## src/rtl/uart_pkg.sv

```systemverilog
// Shared UART definitions: baud-select encoding, divisor helper and receiver states.
package uart_pkg;
  localparam logic [1:0] BSEL_4800   = 2'b00;
  localparam logic [1:0] BSEL_9600   = 2'b01;
  localparam logic [1:0] BSEL_19200  = 2'b10;
  localparam logic [1:0] BSEL_115200 = 2'b11;

  localparam int BAUD_4800   = 4800;
  localparam int BAUD_9600   = 9600;
  localparam int BAUD_19200  = 19200;
  localparam int BAUD_115200 = 115200;

  // Rounded clk_freq / (baud * os).
  function automatic int baud_div(input int clk_freq, input int baud, input int os);
    return (clk_freq + (baud * os) / 2) / (baud * os);
  endfunction

  typedef enum logic [2:0] {IDLE, START, DATA, PARITY, STOP, BREAK} state_e;
endpackage

```

## src/rtl/uart_rx_os_if.sv

```systemverilog
// Received-word stream: data plus per-word error flags under valid/ready.
interface uart_rx_os_if #(parameter int DATA_BITS = 8) ();
  logic [DATA_BITS-1:0] m_data;
  logic                 m_valid;
  logic                 m_ready;
  logic                 frame_err;
  logic                 parity_err;

  modport master (output m_data, m_valid, frame_err, parity_err, input m_ready);
  modport slave  (input m_data, m_valid, frame_err, parity_err, output m_ready);
endinterface

```

## src/rtl/uart_baud_tick.sv

```systemverilog
// Oversampling tick generator; divisor is latched from b_sel and the count zeroed on restart.
module uart_baud_tick
  import uart_pkg::*;
#(
  parameter int CLK_FREQ   = 50_000_000,
  parameter int OVERSAMPLE = 16
) (
  input  logic       clk,
  input  logic       rst,
  input  logic       restart_i,
  input  logic [1:0] b_sel_i,
  output logic       tick_o
);
  localparam int CW = $clog2(baud_div(CLK_FREQ, BAUD_4800, OVERSAMPLE) + 1);
  localparam logic [CW-1:0] DIV_0 = CW'(baud_div(CLK_FREQ, BAUD_4800,   OVERSAMPLE));
  localparam logic [CW-1:0] DIV_1 = CW'(baud_div(CLK_FREQ, BAUD_9600,   OVERSAMPLE));
  localparam logic [CW-1:0] DIV_2 = CW'(baud_div(CLK_FREQ, BAUD_19200,  OVERSAMPLE));
  localparam logic [CW-1:0] DIV_3 = CW'(baud_div(CLK_FREQ, BAUD_115200, OVERSAMPLE));

  logic [CW-1:0] div_q, div_d, cnt_q, cnt_d, sel_div;
  logic          wrap;

  always_comb begin
    case (b_sel_i)
      BSEL_4800:  sel_div = DIV_0;
      BSEL_9600:  sel_div = DIV_1;
      BSEL_19200: sel_div = DIV_2;
      default:    sel_div = DIV_3;
    endcase
  end

  assign wrap   = (cnt_q == div_q - CW'(1));
  assign tick_o = wrap & ~restart_i;

  always_comb begin
    div_d = div_q;
    cnt_d = cnt_q + CW'(1);
    if (restart_i) begin
      div_d = sel_div;
      cnt_d = '0;
    end else if (wrap) begin
      cnt_d = '0;
    end
  end

  always_ff @(posedge clk or posedge rst) begin
    if (rst) begin
      div_q <= DIV_0;
      cnt_q <= '0;
    end else begin
      div_q <= div_d;
      cnt_q <= cnt_d;
    end
  end
endmodule

```

## src/rtl/uart_rx_os.sv

```systemverilog
// Oversampling UART receiver: 3-sample majority vote, framing/break/overrun, valid/ready out.
// Define UART_RX_PARITY_EN to expect a parity bit after the data bits.
module uart_rx_os
  import uart_pkg::*;
#(
  parameter int CLK_FREQ   = 50_000_000,
  parameter int DATA_BITS  = 8,
  parameter int OVERSAMPLE = 16,
  parameter int STOP_BITS  = 1
) (
  input  logic         clk,
  input  logic         rst,
  input  logic         rx,
  input  logic [1:0]   b_sel,
`ifdef UART_RX_PARITY_EN
  input  logic         parity_odd,
`endif
  input  logic         err_clr,
  uart_rx_os_if.master m_if,
  output logic         break_det,
  output logic         overrun,
  output logic         busy
);
  localparam int OSW = $clog2(OVERSAMPLE);
  localparam int BCW = $clog2(DATA_BITS);
  localparam logic [OSW-1:0] SMP_A   = OSW'(OVERSAMPLE / 2 - 1);
  localparam logic [OSW-1:0] SMP_B   = OSW'(OVERSAMPLE / 2);
  localparam logic [OSW-1:0] SMP_C   = OSW'(OVERSAMPLE / 2 + 1);
  localparam logic [OSW-1:0] OS_LAST = OSW'(OVERSAMPLE - 1);
  localparam logic [BCW-1:0] BIT_LAST = BCW'(DATA_BITS - 1);
`ifdef UART_RX_PARITY_EN
  localparam state_e AFTER_DATA = PARITY;
`else
  localparam state_e AFTER_DATA = STOP;
`endif

  state_e               state_q, state_d;
  logic                 rx_s1_q, rx_s2_q, rx_d_q;
  logic [OSW-1:0]       os_cnt_q;
  logic [BCW-1:0]       bit_cnt_q;
  logic                 stop_cnt_q, smp_a_q, smp_b_q;
  logic [DATA_BITS-1:0] shift_q, data_q, data_d;
  logic                 ferr_q, par_bit_q, perr_q;
  logic                 valid_q, valid_d, fe_q, fe_d, pe_q, pe_d, brk_q, ovr_q, ovr_d;
  logic                 tick, start_det, decide, maj, last_stop, stop_low, is_break;
  logic                 word_done, brk_ev;

  always_ff @(posedge clk or posedge rst) begin
    if (rst) begin
      rx_s1_q <= 1'b1;
      rx_s2_q <= 1'b1;
      rx_d_q  <= 1'b1;
    end else begin
      rx_s1_q <= rx;
      rx_s2_q <= rx_s1_q;
      rx_d_q  <= rx_s2_q;
    end
  end

  assign start_det = (state_q == IDLE) & rx_d_q & ~rx_s2_q;

  uart_baud_tick #(.CLK_FREQ(CLK_FREQ), .OVERSAMPLE(OVERSAMPLE)) u_tick (
    .clk       (clk),
    .rst       (rst),
    .restart_i (start_det),
    .b_sel_i   (b_sel),
    .tick_o    (tick)
  );

  // Third sample completes the vote; every FSM move except IDLE/BREAK exits happens here.
  assign decide    = tick & (os_cnt_q == SMP_C) & (state_q != IDLE) & (state_q != BREAK);
  assign maj       = (smp_a_q & smp_b_q) | (smp_a_q & rx_s2_q) | (smp_b_q & rx_s2_q);
  assign last_stop = (STOP_BITS == 1) ? 1'b1 : stop_cnt_q;
  assign stop_low  = ferr_q | ~maj;
  assign is_break  = ~|shift_q & ~par_bit_q & stop_low;

  always_ff @(posedge clk or posedge rst) begin
    if (rst) state_q <= IDLE;
    else     state_q <= state_d;
  end

  always_comb begin
    state_d = state_q;
    case (state_q)
      IDLE:   if (start_det) state_d = START;
      START:  if (decide) state_d = maj ? IDLE : DATA;
      DATA:   if (decide && bit_cnt_q == BIT_LAST) state_d = AFTER_DATA;
      PARITY: if (decide) state_d = STOP;
      STOP:   if (decide && last_stop) state_d = is_break ? BREAK : IDLE;
      BREAK:  if (rx_s2_q) state_d = IDLE;
      default: state_d = IDLE;
    endcase
  end

  always_comb begin
    busy      = (state_q != IDLE);
    word_done = decide & (state_q == STOP) & last_stop & ~is_break;
    brk_ev    = decide & (state_q == STOP) & last_stop & is_break;
  end

  always_ff @(posedge clk or posedge rst) begin
    if (rst) begin
      os_cnt_q   <= '0;
      bit_cnt_q  <= '0;
      stop_cnt_q <= 1'b0;
      smp_a_q    <= 1'b1;
      smp_b_q    <= 1'b1;
      shift_q    <= '0;
      ferr_q     <= 1'b0;
      par_bit_q  <= 1'b0;
      perr_q     <= 1'b0;
    end else if (start_det) begin
      os_cnt_q   <= '0;
      bit_cnt_q  <= '0;
      stop_cnt_q <= 1'b0;
      ferr_q     <= 1'b0;
      par_bit_q  <= 1'b0;
      perr_q     <= 1'b0;
    end else if (tick) begin
      os_cnt_q <= (os_cnt_q == OS_LAST) ? '0 : os_cnt_q + OSW'(1);
      if (os_cnt_q == SMP_A) smp_a_q <= rx_s2_q;
      if (os_cnt_q == SMP_B) smp_b_q <= rx_s2_q;
      if (decide) begin
        case (state_q)
          DATA: begin
            shift_q   <= {maj, shift_q[DATA_BITS-1:1]};
            bit_cnt_q <= bit_cnt_q + BCW'(1);
          end
`ifdef UART_RX_PARITY_EN
          PARITY: begin
            par_bit_q <= maj;
            perr_q    <= maj ^ (^shift_q) ^ parity_odd;
          end
`endif
          STOP: begin
            ferr_q     <= stop_low;
            stop_cnt_q <= 1'b1;
          end
          default: ;
        endcase
      end
    end
  end

  // A word arriving while the held one is unaccepted is dropped and flagged.
  always_comb begin
    data_d  = data_q;
    valid_d = valid_q;
    fe_d    = fe_q;
    pe_d    = pe_q;
    ovr_d   = ovr_q & ~err_clr;
    if (valid_q && m_if.m_ready) valid_d = 1'b0;
    if (word_done) begin
      if (!valid_q || m_if.m_ready) begin
        data_d  = shift_q;
        fe_d    = stop_low;
        pe_d    = perr_q;
        valid_d = 1'b1;
      end else begin
        ovr_d = 1'b1;
      end
    end
  end

  always_ff @(posedge clk or posedge rst) begin
    if (rst) begin
      data_q  <= '0;
      valid_q <= 1'b0;
      fe_q    <= 1'b0;
      pe_q    <= 1'b0;
      brk_q   <= 1'b0;
      ovr_q   <= 1'b0;
    end else begin
      data_q  <= data_d;
      valid_q <= valid_d;
      fe_q    <= fe_d;
      pe_q    <= pe_d;
      brk_q   <= brk_ev;
      ovr_q   <= ovr_d;
    end
  end

  assign m_if.m_data     = data_q;
  assign m_if.m_valid    = valid_q;
  assign m_if.frame_err  = fe_q;
  assign m_if.parity_err = pe_q;
  assign break_det       = brk_q;
  assign overrun         = ovr_q;
endmodule

```

## src/flat_wrapper.sv

```systemverilog
// flat-port wrapper written by rule: the top's interface ports become plain ports
module uart_rx_os_flat import uart_pkg::*;
#(
  parameter int CLK_FREQ   = 50_000_000,
  parameter int DATA_BITS  = 8,
  parameter int OVERSAMPLE = 16,
  parameter int STOP_BITS  = 1
)
  (clk, rst, rx, b_sel, err_clr, break_det, overrun, busy, m_if_m_data, m_if_m_valid, m_if_frame_err, m_if_parity_err, m_if_m_ready);
  uart_rx_os_if #(.DATA_BITS(DATA_BITS)) m_if_i ();
  input  logic clk;
  input  logic rst;
  input  logic rx;
  input  logic [1:0] b_sel;
  input  logic err_clr;
  output logic break_det;
  output logic overrun;
  output logic busy;
  output wire logic [$bits(m_if_i.m_data)-1:0] m_if_m_data;
  output wire logic [$bits(m_if_i.m_valid)-1:0] m_if_m_valid;
  output wire logic [$bits(m_if_i.frame_err)-1:0] m_if_frame_err;
  output wire logic [$bits(m_if_i.parity_err)-1:0] m_if_parity_err;
  input wire logic [$bits(m_if_i.m_ready)-1:0] m_if_m_ready;
  assign m_if_m_data = m_if_i.m_data;
  assign m_if_m_valid = m_if_i.m_valid;
  assign m_if_frame_err = m_if_i.frame_err;
  assign m_if_parity_err = m_if_i.parity_err;
  assign m_if_i.m_ready = m_if_m_ready;
  uart_rx_os #(.CLK_FREQ(CLK_FREQ), .DATA_BITS(DATA_BITS), .OVERSAMPLE(OVERSAMPLE), .STOP_BITS(STOP_BITS)) u_core (.clk(clk), .rst(rst), .rx(rx), .b_sel(b_sel), .err_clr(err_clr), .m_if(m_if_i), .break_det(break_det), .overrun(overrun), .busy(busy));
endmodule
```

## config.mk

```make
export PLATFORM = sky130hd
export DESIGN_NAME = uart_rx_os_flat
export DESIGN_NICKNAME = d
export VERILOG_FILES = /design/src/rtl/uart_pkg.sv /design/src/rtl/uart_rx_os_if.sv /design/src/rtl/uart_baud_tick.sv /design/src/rtl/uart_rx_os.sv /design/src/flat_wrapper.sv
export SDC_FILE = /design/constraint.sdc
export NUM_CORES = 1
export LEC_CHECK = 0
export CORE_ASPECT_RATIO = 2
export CORE_MARGIN = 4
export CORE_UTILIZATION = 35
export CTS_BUF_LIST = sky130_fd_sc_hd__clkbuf_4
export CTS_CLUSTER_SIZE = 40
export DETAILED_ROUTE_END_ITERATION = 8
export PLACE_DENSITY = 0.62
export SLEW_MARGIN = 25
export SYNTH_ARGS = -nofsm -noshare
export SYNTH_HDL_FRONTEND = slang
export SYNTH_SLANG_ARGS = --single-unit
export TNS_END_PERCENT = 50
```

## constraint.sdc

```tcl
create_clock -name clk -period 2.1 [get_ports clk]
set_clock_uncertainty 0.05 [all_clocks]
set_input_delay 0.525 -clock clk [delete_from_list [all_inputs] [get_ports clk]]
set_output_delay 0.525 -clock clk [all_outputs]
set_load 0.02 [all_outputs]
```

==> results of run 1 <==
-- path summary, 6_finish.rpt --
kind                            slack [ns]                     to               start  depth (start not counted)
worst max-delay path                  0.07                   busy   u_core.state_q[1]                          3
worst max register to register        0.08      u_core.shift_q[7]  u_core.os_cnt_q[1]                          6
worst min register to register        0.33         u_core.rx_s2_q      u_core.rx_s1_q                          0
min in group asynchronous             0.40  u_core.m_if.m_data[2]                 rst                          3
worst min-delay path                  0.33         u_core.rx_s2_q      u_core.rx_s1_q                          0
max in group asynchronous             1.28          u_core.rx_d_q                 rst                          3
-- cells by family after synthesis --
logic type	synth area share
adders and majority gates	0.0569
muxes	0.104
xor gates and xnor gates	0.0506
other	0.00144
buffers and inverters	0.0313
DFF	0.515
AOI/OAI and AO/OA	0.0530
and+or+nand+nor	0.187
-- layer usage --
layer | part of all wire | vias up
met2 | 0.60 | 30
met5 | 0 | -
li1 | - | 885
met1 | 0.35 | 892
met3 | 0.029 | 10
met4 | 0.025 | 0
-- cells in the final DEF, fill, tap and decap left out, types with 4 or more instances in the layout --
cell type | netlist | routed
clkbuf_4 | 0 | 5
and3_1 | 6 | 6
a21oi_1 | 7 | 7
clkdlybuf4s50_1 | 0 | 18
o21ai_0 | 5 | 4
ha_1 | 11 | 11
mux2_4 | 7 | 8
nand2_1 | 31 | 31
mux2_2 | 11 | 11
xnor2_1 | 11 | 11
nand3_1 | 8 | 7
nor3_1 | 4 | 4
nor2_1 | 16 | 16
dfstp_2 | 9 | 9
buf_4 | 1 | 26
xor2_1 | 4 | 4
inv_1 | 10 | 9
dfrtp_1 | 44 | 41
-- per-stage QoR --
step | cell area (µm²) | setup WS (ns) | TNS, ns | instances | total power [mW]
floorplan | 2600 | 0.0184 | 0 | 232 | 1.73
global placement | 3040 | 0.0551 | 0 | 358 | 1.99
detailed placement | 3040 | 0.0239 | 0 | 358 | 2.00
CTS | 3140 | 0.0371 | 0 | 369 | 2.52
global route | 3160 | -0.0533 | -0.360 | 371 | 2.67
finish | 3160 | 0.0654 | 0 | 371 | 2.49
-- power by group through the flow --
stage | Clock (mW) | Combinational [mW] | Sequential (mW)
final | 0.490 | 0.693 | 1.31
after global routing | 0.553 | 0.783 | 1.33
after CTS | 0.521 | 0.689 | 1.31
after detailed placement | 0 | 0.665 | 1.34
after global placement | 0 | 0.662 | 1.33
after floorplan | 0 | 0.422 | 1.31
-- state kept, by name, summed over array words and instances (netlist names) --
register and cells:
u_core.u_tick.cnt_q 10, u_core.m_if.m_data 8, u_core.shift_q 8, u_core.u_tick.div_q 7
u_core.os_cnt_q 4, u_core.bit_cnt_q 3, u_core.state_q 3, u_core.break_det 1
u_core.ferr_q 1, u_core.m_if.frame_err 1, u_core.m_if.m_valid 1, u_core.overrun 1
u_core.rx_d_q 1, u_core.rx_s1_q 1, u_core.rx_s2_q 1, u_core.smp_a_q 1
u_core.smp_b_q 1
-- area by class of cell --
class	count	share of cell area
Antenna cell	1	0.000791
Clock buffer	5	0.0119
Clock inverter	3	0.00830
Inverter	10	0.0119
Multi-Input combinational cell	161	0.379
Sequential cell	53	0.424
Tap cell	92	0.0364
Timing Repair Buffer	46	0.128
-- timing repair --
action | CTS | global route
pin swaps | 2 | 1
setup buffers | 3 | 1
resized for setup | 5 | 6
setup endpoints to repair | 5 | 23
hold buffers | 0 | 0
==> flow_metrics.tcl, run 1 <==
set metrics [dict create \
    startpoint_type "flip-flop" \
    ys_seq_area_frac 0.515 \
    cts_sinks 53 \
    slew_viol_final 0 \
    grt_busiest_layer "met2" \
    seq_area_um2 1340 \
    powerDensity_nw_per_um2 787 \
    worst-path-buf-inv 1 \
    wl_um 5000 \
    yosysWarnings 0 \
    yosys-top-cells-area "dfrtp_1, dfstp_2, ha_1" \
    finalHoldWorstSlack_ns 0.326 \
    hp-class "flip-flop to flip-flop" \
    fin_crit_sh 0.969 \
    rows 44 \
    postSynthCellCount 232 \
    layout-drive-gt1-share 0.273 \
    worst_setup_path_end_kind "output pin" \
    utilization 0.435 \
    arrival_ns 1.46 \
    syn-num-nets 250 \
    finalSetupViolCount 0 \
    rsz0062_at_grt "yes" \
    layout.nets 295 \
    use_met1 0.126 \
    seq_power_share 0.525 \
    p_sw_frac 0.334 \
    core_um2 7270 \
    p_leak_nw 1.50 \
    crit_path_max_incr_delay_ns 0.49 \
    drt-pass1-iter-count 4 \
    ys.flop_type "dfrtp_1" \
    multi_input_area_um2 1200 \
    drc 0 \
    ant_nets 0 \
    area_growth_pct 21.9 \
    post-synth-top-count-cell "dfrtp_1" \
    netlist.area_leader.share 0.424 \
    crit_fanout 7 \
    maxCapViolations 0 \
    clk_pin_slew_worst_paths_ns 0.16 \
    grt_pass1_vias 1916 \
    vdd_drop_max_v 0.000441 \
    die_w_um 68.9 \
    drtIter0Drc 103 \
    use_met2 0.246 \
    async_reset_ff_frac 1.00 \
    cts_buffers 5 \
    synth_edf_count 0 \
    path_delay_family "flip-flops" \
    clockBufferDepth 2 \
    slowest_stage "dfrtp_1" \
    track_usage 0.130 \
    initial_core_util 0.357 \
    via_per_inst 4.90 \
    grt_overflow_total 0 \
    p_int_mw 1.66 \
    die_area_um2 8940 \
    grt_max_degree 54 \
    required_ns 1.52 \
    synthTopCellsByCount "dfrtp_1, nand2_1, nor2_1" \
    post_drt_wl_per_cell_um 13.5 \
    die_h_um 130 \
    fillers 731 \
    finalHoldViolCount 0 \
    use_met3 0.0258 \
    grt_antenna_before_repair 1 \
    p_sw_uw 832 \
    worstSetupPathType "flip-flop to output pin" \
    clk_latency_ns 0.40 \
    dp_hpwl_um 3780 \
    vias 1817 \
    root_buffer "clkbuf_4" \
    clkPwrFrac 0.197 \
    grt_pass1_wl_um 8680 \
    cts_tree "yes" \
    combinationalPowerShare 0.278 \
    htreeDepth 2 \
    syn_avg_cell_area_um2 11.2 \
    yosys.cell_types.count 46 \
    fin_crit_ns 2.03 \
    gp_congestion 0.827 \
    outcome "complete, no violations" \
    syn_area_um2 2600 \
    top_level_ports 21 \
    synth_area_leader_cell "dfrtp_1" \
    ys_ff_latch 53 \
    crit_chain "nor2_1, nand2_1, dlygate4sd2_1" \
    portBuffers 19 \
    max_freq_mhz 491 \
]
(Power assumes the default switching activity.)
==> run 2, diff against run 1 <==
--- a/config.mk
+++ b/config.mk
@@ -12,6 +12,7 @@
 export CTS_CLUSTER_SIZE = 40
 export DETAILED_ROUTE_END_ITERATION = 8
 export PLACE_DENSITY = 0.62
+export SKIP_CTS_REPAIR_TIMING = 1
 export SLEW_MARGIN = 25
 export SYNTH_ARGS = -nofsm -noshare
 export SYNTH_HDL_FRONTEND = slang
==> flow_metrics.tcl, run 2 (synthesis results as in run 1) <==
set metrics [dict create \
    portBuffers 19 \
    crit_fanout 6 \
    track_usage 0.128 \
    layout_commonest_cell "dfrtp_1" \
    rsz0062_at_grt "yes" \
    area_growth_pct 21.5 \
    fillers 726 \
    arrival_ns 2.31 \
    startpoint_type "flip-flop" \
    hp-class "flip-flop to flip-flop" \
    die_area_um2 8940 \
    cts_buffers 5 \
    finalSetupViolCount 0 \
    worstMarginPinSlew_ns 0.681 \
    root_buffer "clkbuf_4" \
    wl_met2_um 3010 \
    finalHoldViolCount 0 \
    layout.nets 292 \
    grt_max_degree 54 \
    detail_route.wirelength.met1_um 1740 \
    crit_chain "xor2_1, o211ai_1, nor4_4, buf_4, nand4_4, mux2_4" \
    fin_crit_ns 2.05 \
    wl_met3_um 144 \
    drtIter0Drc 126 \
    crit_path_max_incr_delay_ns 0.49 \
    required_ns 2.36 \
    worst_setup_path_end_kind "flip-flop" \
    slew_viol_final 0 \
    die_h_um 130 \
    tns_ns 0 \
    via_per_inst 4.94 \
    outcome "complete, no violations" \
    max_freq_mhz 489 \
    ant_nets 0 \
    seq_area_um2 1340 \
    powerDensity_nw_per_um2 779 \
    post_drt_wl_per_cell_um 13.6 \
    cts_sinks 53 \
    cts_tree "yes" \
    grt_pass1_vias 1889 \
    fin_crit_sh 0.974 \
    clockBufferDepth 2 \
    wl_um 5020 \
    worstSetupPathType "flip-flop to flip-flop" \
    core_um2 7270 \
    slowest_stage "dfrtp_2" \
    grt_pass1_wl_um 8550 \
    gp_congestion 0.827 \
    dp_hpwl_um 3780 \
    largest_reg_flops 10 \
    clk_pin_slew_worst_paths_ns 0.17 \
    relSlewSlack 0.542 \
    regMostFlops "u_core.u_tick.cnt_q" \
    vias 1819 \
    top_level_ports 21 \
    initial_core_util 0.357 \
    maxCapViolations 0 \
    route.top_layer_used "met4" \
    final_cell_mix "dfrtp_1, nand2_1, buf_4" \
    drt-pass1-iter-count 4 \
    vdd_drop_max_v 0.000440 \
    grt_antenna_before_repair 1 \
    rows 44 \
    drc 0 \
    grt_overflow_total 0 \
    p_leak_nw 1.49 \
    clk_latency_ns 0.40 \
    die_w_um 68.9 \
    layout-drive-gt1-share 0.262 \
    multi_input_area_um2 1210 \
    utilization 0.434 \
    htreeDepth 2 \
]
==> run 2: per-stage QoR <==
step | worst slack (ns) | hold slack [ns] | area [µm²] | std cells | total power [mW]
finish | 0.0542 | 0.325 | 3150 | 368 | 2.46
global route | -0.0747 | 0.333 | 3150 | 368 | 2.64
CTS | -0.196 | 0.329 | 3110 | 366 | 2.50
detailed placement | 0.0239 | 0.307 | 3040 | 358 | 2.00
global placement | 0.0551 | 0.296 | 3040 | 358 | 1.99
floorplan | 0.0184 | 0.295 | 2600 | 232 | 1.73
==> run 2: area by class of cell <==
type                       count  area share
sequential                    53       0.425
clock buffer                   5      0.0119
antenna                        1    0.000793
clock inverter                 3     0.00833
inverter                      10      0.0119
multi-input combinational    162       0.384
timing repair buffer          42       0.121
tap                           92      0.0365
==> run 2: per-layer routing <==
metal,up-vias,GRT usage
li1,881,-
met1,904,0.125
met2,24,0.241
met3,10,0.0258
met4,0,0.0632
met5,-,0
==> run 2: path summary, 6_finish.rpt <==
| kind | from | to | slack [ns] | cells past startpoint |
|---|---|---|---|---|
| worst max-delay path | u_core.state_q[0] | u_core.m_if.m_data[0] | 0.05 | 6 |
| worst min register to register | u_core.rx_s1_q | u_core.rx_s2_q | 0.33 | 0 |
| worst max register to register | u_core.state_q[0] | u_core.m_if.m_data[0] | 0.05 | 6 |
| min in group asynchronous | rst | u_core.m_if.m_data[2] | 0.40 | 3 |
| max in group asynchronous | rst | u_core.rx_d_q | 1.28 | 3 |
| worst min-delay path | u_core.rx_s1_q | u_core.rx_s2_q | 0.33 | 0 |
==> run 2: where the power goes <==
group	leakage [nW]	internal, mW	switching, mW
sequential	0.687	1.18	0.130
combinational	0.769	0.316	0.336
clock	0.0294	0.139	0.353
total	1.49	1.64	0.818
==> run 2: worst max-delay path: cells and delay by family, from the launching register on <==
kind | cells | cell delay [ns]
AO/OA/AOI/OAI | 1 | 0.17
XOR/XNOR | 1 | 0.19
buffers and inverters | 1 | 0.21
flip-flops | 1 | 0.49
multiplexers | 1 | 0.35
AND/OR/NAND/NOR | 2 | 0.52
==> run 3, diff against run 2 <==
--- a/config.mk
+++ b/config.mk
@@ -9,7 +9,7 @@
 export CORE_MARGIN = 4
 export CORE_UTILIZATION = 35
 export CTS_BUF_LIST = sky130_fd_sc_hd__clkbuf_4
-export CTS_CLUSTER_SIZE = 40
+export CTS_CLUSTER_SIZE = 12
 export DETAILED_ROUTE_END_ITERATION = 8
 export PLACE_DENSITY = 0.62
 export SKIP_CTS_REPAIR_TIMING = 1
==> results of run 3 <==
Final layout, timing and power as in run 2 (identical DEF).
